[src/rtl/des_subkey_gen.sv]
// rtl/des_subkey_gen.sv - sequential DES key schedule, one 48-bit subkey per handshake
// Optional macro DES_KEY_PARITY_CHECK_EN adds parity_err and rejects keys with an even-parity byte.
module des_subkey_gen (
  input  logic        clk,
  input  logic        rst_n,
  input  logic        start,
  input  logic        decrypt,
  input  logic [63:0] key,
  output logic        busy,
  output logic        subkey_valid,
  input  logic        subkey_ready,
  output logic [47:0] subkey,
  output logic [3:0]  round,
  output logic        done
`ifdef DES_KEY_PARITY_CHECK_EN
  ,
  output logic        parity_err
`endif
);

  typedef enum logic {IDLE, RUN} state_t;

  // FIPS tables, entries are 1-based bit numbers with bit 1 = MSB
  localparam int pc1_tab [0:55] = '{
    57, 49, 41, 33, 25, 17,  9,  1, 58, 50, 42, 34, 26, 18,
    10,  2, 59, 51, 43, 35, 27, 19, 11,  3, 60, 52, 44, 36,
    63, 55, 47, 39, 31, 23, 15,  7, 62, 54, 46, 38, 30, 22,
    14,  6, 61, 53, 45, 37, 29, 21, 13,  5, 28, 20, 12,  4};

  localparam int pc2_tab [0:47] = '{
    14, 17, 11, 24,  1,  5,  3, 28, 15,  6, 21, 10,
    23, 19, 12,  4, 26,  8, 16,  7, 27, 20, 13,  2,
    41, 52, 31, 37, 47, 55, 30, 40, 51, 45, 33, 48,
    44, 49, 39, 56, 34, 53, 46, 42, 50, 36, 29, 32};

  function automatic logic [55:0] pc1(input logic [63:0] k);
    logic [55:0] r;
    r = '0;
    for (int i = 0; i < 56; i++) r[55-i] = k[64-pc1_tab[i]];
    return r;
  endfunction

  function automatic logic [47:0] pc2(input logic [55:0] cd);
    logic [47:0] r;
    r = '0;
    for (int i = 0; i < 48; i++) r[47-i] = cd[56-pc2_tab[i]];
    return r;
  endfunction

  // Decrypt starts at C16D16 == C0D0, so its first step rotates by zero
  function automatic logic [1:0] shift_amt(input logic [3:0] idx, input logic dec);
    if (idx == 4'd0)
      return dec ? 2'd0 : 2'd1;
    else if (idx == 4'd1 || idx == 4'd8 || idx == 4'd15)
      return 2'd1;
    else
      return 2'd2;
  endfunction

  function automatic logic [27:0] rot28(input logic [27:0] x, input logic right,
                                        input logic [1:0] n);
    case ({right, n})
      3'b001:  return {x[26:0], x[27]};
      3'b010:  return {x[25:0], x[27:26]};
      3'b101:  return {x[0], x[27:1]};
      3'b110:  return {x[1:0], x[27:2]};
      default: return x;
    endcase
  endfunction

  state_t      state_q, state_d;
  logic [27:0] c_q, d_q;
  logic [3:0]  round_q;
  logic        dec_q;
  logic        done_q;
  logic        key_ok;
  logic        load, advance, finish;
  logic [55:0] key_pc1;
  logic [1:0]  load_amt, step_amt;

`ifdef DES_KEY_PARITY_CHECK_EN
  always_comb begin
    key_ok = 1'b1;
    for (int b = 0; b < 8; b++)
      if (!(^key[8*b +: 8])) key_ok = 1'b0;
  end
`else
  assign key_ok = 1'b1;
`endif

  always_comb begin
    state_d = state_q;
    load    = 1'b0;
    advance = 1'b0;
    finish  = 1'b0;
    case (state_q)
      IDLE: begin
        if (start && key_ok) begin
          load    = 1'b1;
          state_d = RUN;
        end
      end
      RUN: begin
        if (subkey_ready) begin
          if (round_q == 4'd15) begin
            finish  = 1'b1;
            state_d = IDLE;
          end else begin
            advance = 1'b1;
          end
        end
      end
      default: state_d = IDLE;
    endcase
  end

  assign key_pc1  = pc1(key);
  assign load_amt = shift_amt(4'd0, decrypt);
  assign step_amt = shift_amt(round_q + 4'd1, dec_q);

  always_ff @(posedge clk) begin
    if (!rst_n) begin
      state_q <= IDLE;
      c_q     <= '0;
      d_q     <= '0;
      round_q <= '0;
      dec_q   <= 1'b0;
      done_q  <= 1'b0;
    end else begin
      state_q <= state_d;
      done_q  <= finish;
      if (load) begin
        c_q     <= rot28(key_pc1[55:28], decrypt, load_amt);
        d_q     <= rot28(key_pc1[27:0], decrypt, load_amt);
        dec_q   <= decrypt;
        round_q <= 4'd0;
      end else if (advance) begin
        c_q     <= rot28(c_q, dec_q, step_amt);
        d_q     <= rot28(d_q, dec_q, step_amt);
        round_q <= round_q + 4'd1;
      end
    end
  end

`ifdef DES_KEY_PARITY_CHECK_EN
  always_ff @(posedge clk) begin
    if (!rst_n)
      parity_err <= 1'b0;
    else
      parity_err <= (state_q == IDLE) && start && !key_ok;
  end
`endif

  assign busy         = (state_q == RUN);
  assign subkey_valid = (state_q == RUN);
  assign subkey       = pc2({c_q, d_q});
  assign round        = round_q;
  assign done         = done_q;

endmodule

[config.mk]
export PLATFORM = sky130hd
export DESIGN_NAME = des_subkey_gen
export DESIGN_NICKNAME = d
export VERILOG_FILES = /design/src/rtl/des_subkey_gen.sv
export SDC_FILE = /design/constraint.sdc
export NUM_CORES = 1
export LEC_CHECK = 0
export CORE_MARGIN = 3
export CORE_UTILIZATION = 34
export DETAILED_ROUTE_END_ITERATION = 6
export GPL_TIMING_DRIVEN = 0
export HOLD_SLACK_MARGIN = 0.12
export PLACE_DENSITY = 0.68
export SLEW_MARGIN = 5
export SYNTH_ARGS = -nofsm -noshare
export SYNTH_HDL_FRONTEND = slang
export SYNTH_SLANG_ARGS = --single-unit
[constraint.sdc]
create_clock -name clk -period 4.7 [get_ports clk]
set_input_delay 0.705 -clock clk [delete_from_list [all_inputs] [get_ports clk]]
set_output_delay 0.705 -clock clk [all_outputs]
set_load 0.02 [all_outputs]
# After elaboration in Yosys (flattened, before gate mapping)
# Cells that the tools add are included.
# Widths: inputs -> output; s select.
[word_totals]
out_inout_bits = 55
word_cells = 49
in_bits = 69
reg_bits = 63
[classes]
eq_ne = 12
reduce_logical = 8
muxes = 20
n_bitwise = 2
n_addsub = 1
[op_table]
columns = ["operator", "count"]
rows = [
  ["$pmux 28 s4", 4],
  ["$mux 28", 4],
  ["$eq 3x3->1 const B", 4],
  ["$eq 4x4->1 const B", 3],
  ["$mux 1", 9],
  ["$eq 3x1->1 const B", 2],
  ["$eq 3x2->1 const B", 2],
  ["$reduce_bool 5->1", 1],
  ["$add 4x1->4 const B", 1],
  ["$eq 4x1->1 const B", 1],
  ["$logic_not 4->1", 1],
  ["$mux 2", 2],
  ["$reduce_and 3->1", 1],
  ["$logic_or 1x1->1", 2],
  ["$not 1->1", 2],
  ["$pmux 1 s2", 1],
  ["$reduce_and 2->1", 1],
  ["$reduce_bool 2->1", 1],
  ["$reduce_or 2->1", 1],
]

# Logic depth before layout (Yosys ltp)
# Gate-level depths: netlist of the first run.
[depth]
depth_word = 10
mapped_depth = 13

# Least setup slack after synthesis of the first run
# OpenSTA, ideal clock, no wires.
[synth_timing]
path_kind = "register -> register"
from = "register round_q[1] (netlist: round[1])"
to = "register c_q[0]"
setup_time_ps = 123
period_less_slack_ps = 2462
t_arrival_ps = 2339
path_slack_ps = 2238
stages_incl_launch_ff = 10
t_required_ps = 4577
path_cell_list = "dfxtp_1 -> ha_1 -> clkbuf_1 -> and2_1 -> a21oi_1 -> o221ai_1 -> nor2_1 -> clkbuf_1 -> a21oi_1 -> o21ai_1"
[synth_between]
elab_chain_len = 10
elab_cells_between_ends = 23
cone_classes = "add/sub (1); eq/ne (8); mux (8); reduce/logical (6)"
[synth_lines]
columns = ["element", "line_no", "rtl"]
rows = [
  ["start: declaration", "73", "logic [3:0] round_q;"],
  ["start signal: assignment", "140", "round_q <= round_q + 4'd1;"],
  ["$add 4x1->4", "119", "assign step_amt = shift_amt(round_q + 4'd1, dec_q);"],
  ["$eq 4x1->1 or $eq 4x4->1 (tied branches)", "54", "else if (idx == 4'd1 || idx == 4'd8 || idx == 4'd15)"],
  ["$logic_or 1x1->1 (2 in series)", "54", ""],
  ["$mux 2", "54", ""],
  ["$mux 2", "52", "if (idx == 4'd0)"],
  ["$eq 3x3->1, or another cell as far along", "62", "case ({right, n})"],
  ["$pmux 28 s4", "62", ""],
  ["$mux 28", "137", "end else if (advance) begin"],
  ["$mux 28", "132", "if (load) begin"],
  ["end signal: assignment", "133", "c_q <= rot28(key_pc1[55:28], decrypt, load_amt);"],
  ["end signal: assignment", "138", "c_q <= rot28(c_q, dec_q, step_amt);"],
  ["end: declaration", "72", "logic [27:0] c_q, d_q;"],
]
# Several ways; a longest one is shown, not always the timed one. The select of a mux whose other input is x is not followed.
# A chain may end at the register's enable or synchronous reset.

# Worst setup path in the final report of the first run
[layout_timing]
from = "register round_q[1] (netlist: round[1])"
to = "register d_q[17]"
[layout_between]
elab_chain_len = 10
elab_cells_between_ends = 23
cone_classes = "add/sub (1); eq/ne (8); mux (8); reduce/logical (6)"
[layout_lines]
columns = ["element", "line_no", "rtl"]
rows = [
  ["$add 4x1->4", "119", ""],
  ["$eq 4x1->1 or $eq 4x4->1 (tied branches)", "54", ""],
  ["$logic_or 1x1->1 (2 in series)", "54", ""],
  ["$mux 2", "54", ""],
  ["$mux 2", "52", ""],
  ["$eq 3x3->1, or another cell as far along", "62", ""],
  ["$pmux 28 s4", "62", ""],
  ["$mux 28", "137", ""],
  ["$mux 28", "132", ""],
  ["end signal: assignment", "134", "d_q <= rot28(key_pc1[27:0], decrypt, load_amt);"],
  ["end signal: assignment", "139", "d_q <= rot28(d_q, dec_q, step_amt);"],
  ["end: declaration", "72", ""],
]
# Several ways; a longest one is shown, not always the timed one. The select of a mux whose other input is x is not followed.

==> flow_summary.json, run 1 <==
{
  "status": "finished clean",
  "area_growth_pct": 30.4,
  "via_count": 6429,
  "r2r_cells": 9,
  "slew_violations": 0,
  "coreArea_sq_um": 15900,
  "ir_drop_mv": 0.193,
  "die_w_um": 134,
  "whs_ns": 0.581,
  "critPathMaxFanout": 11,
  "clk_pin_slew_ns": 0.05,
  "setup_viol": 0,
  "synth_top_area_share_pct": 22.8,
  "cts-root-buf": "clkbuf_16",
  "synth.most_common_cell": "clkbuf_1",
  "min_period_over_period_pct": 69.1,
  "grt_start_max_net_pins": 12,
  "ys_types": 43,
  "synth-main-ff-cell": "dfxtp_1",
  "worstPathArrival_ns": 3.47,
  "ant_nets": 0,
  "fin_skew_ns": 0.00725,
  "fill_cells": 1648,
  "clock_latency_ns": 0.34,
  "synth_top_cells_by_count": "74 x clkbuf_1, 63 x dfxtp_1, 63 x nor2_1, 57 x o221ai_1, 56 x mux2i_1",
  "min_path_type": "reg2reg",
  "wirelength_mm": 19.7,
  "avgSynthCellArea_sq_um": 7.79,
  "grt_first_pass_wirelength_mm": 31.9,
  "finalHoldViolations": 0,
  "post_cts_resized": 0,
  "grt_pass1_vias": 6104,
  "tightest_slew_ns": 0.998,
  "io_pins": 124,
  "via_per_inst": 6.10,
  "relSlewSlack_pct": 32.9,
  "period_needed_ns": 3.25,
  "finalSetupTns_ns": 0,
  "synth-seq-cells": 63,
  "netlist_instances": 711,
  "synth-edff-count": 0,
  "wl_per_cell_um": 18.6,
  "antenna_found_initial": 0,
  "htree_levels": 3,
  "worstSetupStartpointType": "flop",
  "drive_gt1_share_pct": 8.95,
  "p_per_area_nw_per_um2": 274,
  "row_count": 46,
  "dieArea_sq_um": 17900,
  "yosysSeqAreaShare_pct": 22.8,
  "place.gp.congestion": 0.859,
  "clock_tree.buffer_depth": 2,
  "max_cap_violations": 0,
  "worstSetupPathType": "reg2reg",
  "p_total_mw": 1.98,
  "regArea_sq_um": 1260,
  "diodes": 0,
  "cts_inserted_buffers": 9,
  "required_ns": 4.92,
  "die_y_um": 134,
  "drcViolationCount": 0,
  "track_usage_pct": 21.6,
  "min_delay_path_depth": 1,
  "first_pass_iters": 6,
  "max_freq_mhz": 308,
  "cts.sinks": 63,
  "p_leak_nw": 2.70,
  "grt_overflow": 0,
  "netlist_area_sq_um": 5540,
  "final_core_util_pct": 45.3,
  "multi_input_area_sq_um": 3500,
  "yosys.area.top_type": "dfxtp_1",
  "holdBufCountCts": 0,
  "drt_iter0_markers": 706,
  "hpwl_mm": 14.0,
  "fin_nets": 907,
  "rsz0062_at_grt": "no",
  "synthTopCellsByArea": "dfxtp_1 23%, mux2i_1 10%, o221ai_1 9.0%, a41oi_1 8.4%, a2bb2oi_1 8.2%",
  "synth-async-reset-ratio_pct": 0,
  "portBuffers": 113,
  "cts_setup_buffers": 0,
  "start_util_pct": 34.8,
  "syn-num-nets": 783,
  "cts_tree": "yes",
  "cp-end-kind": "flop",
  "yosysWarnings": 0
}
==> sequential cells by signal, indices dropped and copies added (netlist names) <==
name,count
dec_q,1
round,4
busy,1
c_q,28
d_q,28
done,1
==> layout by cell type, fill, tap and decap left out, types with 9 or more instances in the layout <==
cell type | Yosys | layout
o21ai_1 | 53 | 53
clkbuf_16 | 0 | 9
dfxtp_1 | 63 | 63
clkdlybuf4s50_1 | 0 | 113
buf_4 | 50 | 50
nor2_1 | 63 | 63
a21oi_1 | 55 | 55
a41oi_1 | 53 | 53
o221ai_1 | 57 | 57
o22ai_1 | 52 | 52
nand2_1 | 17 | 17
clkbuf_1 | 74 | 75
a2bb2oi_1 | 52 | 52
mux2i_1 | 56 | 56
==> report_power, final <==
| group | leakage (nW) | switching [mW] | internal (mW) | total [mW] |
|---|---|---|---|---|
| clock | 0.141 | 0.249 | 0.409 | 0.658 |
| sequential | 0.518 | 0.107 | 0.585 | 0.692 |
| combinational | 2.05 | 0.303 | 0.327 | 0.630 |
| total | 2.70 | 0.659 | 1.32 | 1.98 |
==> through the flow <==
stage,instance area (sq um),std cells,setup WS [ns]
2_1_floorplan,5540,711,2.24
3_3_place_gp,6940,1040,1.58
3_5_place_dp,6940,1040,1.56
4_1_cts,7230,1054,1.56
5_1_grt,7230,1054,1.16
6_report,7230,1054,1.45
==> kinds of logic (layout without fill, tap and decap cells) <==
kind of cell    Yosys count  count (layout)  share of synthesized area, %
compound gates          343             343                          44.3
xor+xnor                  2               2                         0.316
fa+ha+maj                 3               3                         0.677
buf+inv                 144             271                          14.0
flops                    63              63                          22.8
mux                      56              56                          10.1
simple gates            100             100                          7.79
==> cell type report <==
type | count | area share (%)
flip-flops and latches | 63 | 17.5
inverters | 6 | 0.312
plain buffers | 138 | 10.5
repair buffers | 113 | 15.7
clock buffers | 14 | 3.93
multi-input cells | 504 | 48.5
well taps | 216 | 3.74
==> final timing paths <==
kind | slack [ns] | end | startpoint
hold / removal | 0.58 | busy$_SDFF_PN0_ | busy$_SDFF_PN0_
setup / recovery | 1.45 | d_q[17]$_SDFFE_PN0P_ | round[1]$_SDFFE_PP0P_
hold reg to reg | 0.58 | busy$_SDFF_PN0_ | busy$_SDFF_PN0_
setup reg to reg | 1.45 | d_q[17]$_SDFFE_PN0P_ | round[1]$_SDFFE_PP0P_
==> per-layer routing <==
layer  wire, um  GRT usage (%)
met2       9010           32.8
met4        480           8.57
met1       8660           29.7
met3       1500           5.06
met5          0              0
==> worst max-delay path, stage by stage (launching register included) <==
cell and delay, ns:
dfxtp_1 0.54, ha_1 0.21, clkbuf_1 0.31, and2_1 0.27, a21oi_1 0.09, o221ai_1 0.67
nor2_1 0.37, clkbuf_1 0.32, a21oi_1 0.25, o21ai_1 0.07
No activity file was read; power rests on OpenSTA's default activity.
==> run 2: changes to the inputs <==
Settings changed: PLACE_DENSITY 0.68 to 0.7.
Clock period 4.7 ns to 2.9 ns, I/O delays scaled along.
==> flow_summary.json, run 2 (synthesized netlist as in run 1, its figures left out) <==
{
  "die_y_um": 134,
  "min_path_type": "reg2reg",
  "tightest_slew_ns": 0.925,
  "dieArea_sq_um": 17900,
  "track_usage_pct": 21.6,
  "htree_levels": 3,
  "cts_inserted_buffers": 9,
  "finalSetupTns_ns": 0,
  "wirelength_mm": 19.5,
  "cts.sinks": 63,
  "start_util_pct": 34.8,
  "drcViolationCount": 0,
  "place.gp.congestion": 0.875,
  "cts-root-buf": "clkbuf_16",
  "worstPathArrival_ns": 2.92,
  "grt_first_pass_wirelength_mm": 32.1,
  "ir_drop_mv": 0.307,
  "portBuffers": 113,
  "row_count": 46,
  "critPathMaxFanout": 11,
  "drt_iter0_markers": 587,
  "diodes": 0,
  "final_area_sq_um": 7250,
  "fin_skew_ns": 0.00727,
  "dpl-instance-area_sq_um": 6940,
  "p_leak_nw": 2.72,
  "reg2reg_slack_ns": 0.21,
  "grt_pass1_vias": 6212,
  "most-common-layout-cells": "113 x clkdlybuf4s50_1, 68 x clkbuf_1, 62 x nor2_1, 62 x dfxtp_1",
  "min_period_over_period_pct": 92.8,
  "relSlewSlack_pct": 38.4,
  "status": "finished clean",
  "dp_cells": 1040,
  "grt_overflow": 0,
  "final_cells": 1054,
  "hpwl_mm": 13.9,
  "first_pass_iters": 5,
  "finalHoldViolations": 0,
  "slew_violations": 0,
  "whs_ns": 0.576,
  "clock_latency_ns": 0.34,
  "fill_cells": 1619,
  "worstSetupPathType": "reg2reg",
  "cp-end-kind": "flop",
  "required_ns": 3.13,
  "ant_nets": 0,
  "p_per_area_nw_per_um2": 445,
  "cts_tree": "yes",
  "worstSetupStartpointType": "flop",
  "fin_nets": 907,
  "drive_gt1_share_pct": 10.1,
  "clock_tree.buffer_depth": 2,
  "io_pins": 124,
  "wl_per_cell_um": 18.5,
  "regArea_sq_um": 1260,
  "via_per_inst": 6.09,
  "coreArea_sq_um": 15900,
  "period_needed_ns": 2.69,
  "via_count": 6422,
  "clk_pin_slew_ns": 0.06,
  "setup_viol": 0,
  "max_cap_violations": 0,
  "area_growth_pct": 30.9,
  "final_common_cell": "clkdlybuf4s50_1",
  "grt_start_max_net_pins": 12,
  "max_freq_mhz": 371,
  "multi_input_area_sq_um": 3520,
  "antenna_found_initial": 0,
  "final_core_util_pct": 45.5,
  "die_w_um": 134
}
-- run 2: changes by cell type in the layout (fill, tap and decap cells not counted), sizes merged --
cell,change
bufinv,+1
buf,+1
clkbuf,-2
-- run 2: through the flow --
stage	total power, mW	setup slack [ns]
after floorplan	1.74	0.438
after global placement	2.14	-0.0950
after detailed placement	2.14	-0.149
after CTS	3.22	0.0862
after global routing	3.38	-0.0143
final	3.23	0.208
-- run 2: what timing repair did --
| item | in CTS | in global routing |
|---|---|---|
| hold buffers | 0 | 0 |
| setup endpoints to repair | 50 | 51 |
| pin swaps | 0 | 0 |
| setup buffers | 0 | 0 |
| gates cloned | 0 | 0 |
| resized for setup | 2 | 20 |
-- run 2: per-layer routing --
metal  vias up  wire length [um]  global-route usage, %
li1       3045                 -                      -
met3        49              1520                   4.95
met5         -                 0                      0
met4         0               518                   7.77
met1      3008              8540                   29.5
met2       320              8920                   33.5
-- run 2: layout make-up --
type / count / area share (%)
Timing Repair Buffer: 113 / 15.6
Clock buffer: 13 / 3.45
Tap cell: 216 / 3.73
Clock inverter: 1 / 0.414
Inverter: 6 / 0.310
Sequential cell: 63 / 17.4
Multi-Input combinational cell: 504 / 48.6
Buffer: 138 / 10.6
-- run 2: worst max-delay path: stages, from the launching register on --
cell and delay [ns]:
dfxtp_2 0.44, ha_1 0.18, clkbuf_1 0.30, nand2_1 0.23
or3_1 0.47, nand2_1 0.22, nor2_2 0.13, clkbuf_1 0.27
a21oi_1 0.25, o21ai_1 0.09
-- run 2: report_power, final --
part | internal, mW | switching, mW | leakage, nW
combinational | 0.531 | 0.487 | 2.07
sequential | 0.949 | 0.175 | 0.519
clock | 0.680 | 0.404 | 0.136
total | 2.16 | 1.07 | 2.72
-- run 2: final timing paths --
| path | end | cells after the start | from |
|---|---|---|---|
| min | round[1]$_SDFFE_PP0P_ | 2 | round[1]$_SDFFE_PP0P_ |
| max reg2reg | d_q[25]$_SDFFE_PN0P_ | 9 | round[1]$_SDFFE_PP0P_ |
| min reg2reg | round[1]$_SDFFE_PP0P_ | 2 | round[1]$_SDFFE_PP0P_ |
| max | d_q[25]$_SDFFE_PN0P_ | 9 | round[1]$_SDFFE_PP0P_ |
==> run 3: changes to the inputs <==
Settings changed: PLACE_DENSITY 0.7 to 0.68, SLEW_MARGIN 5 to default.
Clock period 2.9 ns to 3.2 ns, I/O delays scaled along.
==> flow_summary.json, run 3 (synthesized netlist as in run 1, its figures left out) <==
{
  "dieArea_sq_um": 17900,
  "grt_start_max_net_pins": 12,
  "cts-root-buf": "clkbuf_16",
  "grtUsageMet3_pct": 5.06,
  "final_core_util_pct": 45.4,
  "ant_nets": 0,
  "relSlewSlack_pct": 32.8,
  "critPathMaxFanout": 11,
  "worstSetupStartpointType": "flop",
  "min_delay_path_depth": 1,
  "first_pass_iters": 5,
  "worstSetupPathType": "reg2reg",
  "tightest_slew_ns": 1.01,
  "ir_drop_mv": 0.282,
  "clk_pin_slew_ns": 0.06,
  "fin_skew_ns": 0.00840,
  "drcViolationCount": 0,
  "drt_iter0_markers": 672,
  "status": "finished clean",
  "coreArea_sq_um": 15900,
  "dp_cells": 1040,
  "wl_per_cell_um": 18.7,
  "setup_viol": 0,
  "top_usage_layer": "met2",
  "track_usage_pct": 21.6,
  "grt_overflow": 0,
  "p_per_area_nw_per_um2": 401,
  "row_count": 46,
  "wirelength_mm": 19.7,
  "cts_setup_buffers": 0,
  "start_util_pct": 34.8,
  "cp-end-kind": "flop",
  "cts_inserted_buffers": 9,
  "min_path_type": "reg2reg",
  "fin_nets": 907,
  "cts.sinks": 63,
  "cp_slowest_cell": "clkbuf_1",
  "diodes": 0,
  "die_w_um": 134,
  "cp_common_cell": "clkbuf_1",
  "die_y_um": 134,
  "clock_tree.buffer_depth": 2,
  "io_pins": 124,
  "clock_latency_ns": 0.34,
  "finalHoldViolations": 0,
  "place.gp.congestion": 0.859,
  "portBuffers": 113,
  "r2r_cells": 8,
  "max_cap_violations": 0,
  "slew_violations": 0,
  "worstPathArrival_ns": 3.22,
  "final_cells": 1054,
  "period_needed_ns": 2.95,
  "most-common-layout-cells": "113 x clkdlybuf4s50_1, 75 x clkbuf_1, 63 x nor2_1, 63 x dfxtp_1",
  "antenna_found_initial": 0,
  "via_per_inst": 6.12,
  "htree_levels": 3,
  "via_count": 6450,
  "grt_first_pass_wirelength_mm": 31.9,
  "p_leak_nw": 2.71,
  "drive_gt1_share_pct": 9.19,
  "grt_util_met2_pct": 32.8,
  "cts_tree": "yes",
  "required_ns": 3.47,
  "hpwl_mm": 14.0,
  "grt_pass1_vias": 6104,
  "max_freq_mhz": 338,
  "area_growth_pct": 30.6,
  "path_cells": "ha_1, clkbuf_1, and2_1, a311oi_1, clkbuf_1, clkbuf_1, o221ai_1, o21ai_1",
  "min_period_over_period_pct": 92.3,
  "final_common_cell": "clkdlybuf4s50_1",
  "grt.met1_usage_pct": 29.7,
  "slowest_delay_ns": 0.54
}
==> run 3: cell count changes in the layout (fill, tap and decap cells not counted) <==
cell,change
buf_1,-1
clkbuf_1,+7
nor3_4,-1
clkbuf_8,+3
bufinv_16,-1
nor2_1,+1
dfxtp_1,+1
clkbuf_2,-8
dfxtp_2,-1
nor2_2,-1
nor3_2,+1
==> run 3: timing repair <==
item | 4_1_cts | 5_1_grt
hold buffers | 0 | 0
endpoints found under the setup margin | 0 | 51
gates resized for setup | 0 | 2
==> run 3: report_power, final <==
| group | internal [mW] | total [mW] | switching [mW] |
|---|---|---|---|
| combinational | 0.480 | 0.927 | 0.447 |
| sequential | 0.860 | 1.02 | 0.157 |
| clock | 0.601 | 0.957 | 0.357 |
| total | 1.94 | 2.90 | 0.961 |
==> run 3: worst max-delay path, delay by kind of cell, from the launching register on <==
kind | cells | cell delay [ns]
buf+inv | 3 | 1.22
compound gates | 3 | 0.75
flops | 1 | 0.42
simple gates | 1 | 0.26
fa+ha+maj | 1 | 0.23
==> run 3: layer usage <==
layer  wire [um]  vias up
li1            -     3046
met1        8690     3048
met2        8860      306
met3        1620       50
met4         559        0
met5           0        -
==> run 3: worst paths after layout <==
check	start	endpoint	slack, ns
worst max register to register	round[1]$_SDFFE_PP0P_	d_q[27]$_SDFFE_PN0P_	0.25
worst max-delay path	round[1]$_SDFFE_PP0P_	d_q[27]$_SDFFE_PN0P_	0.25
worst min register to register	busy$_SDFF_PN0_	busy$_SDFF_PN0_	0.58
worst min-delay path	busy$_SDFF_PN0_	busy$_SDFF_PN0_	0.58
==> run 3: cell type report <==
type,instances,area [sq um]
repair buffers,113,1130
well taps,216,270
inverters,6,22.5
fillers,1643,8700
multi-input cells,504,3510
plain buffers,138,756
clock buffers,14,284
flip-flops and latches,63,1260
==> run 3: through the flow <==
| step | setup TNS [ns] | worst slack (ns) | cell area [sq um] | total power [mW] | hold slack (ns) |
|---|---|---|---|---|---|
| finish | 0 | 0.246 | 7240 | 2.90 | 0.577 |
| global route | -0.0111 | -0.00800 | 7240 | 3.03 | 0.643 |
| CTS | 0 | 0.0603 | 7230 | 2.90 | 0.564 |
| detailed placement | 0 | 0.0685 | 6940 | 1.95 | 0.556 |
| global placement | 0 | 0.147 | 6940 | 1.94 | 0.539 |
| floorplan | 0 | 0.738 | 5540 | 1.58 | 0.553 |
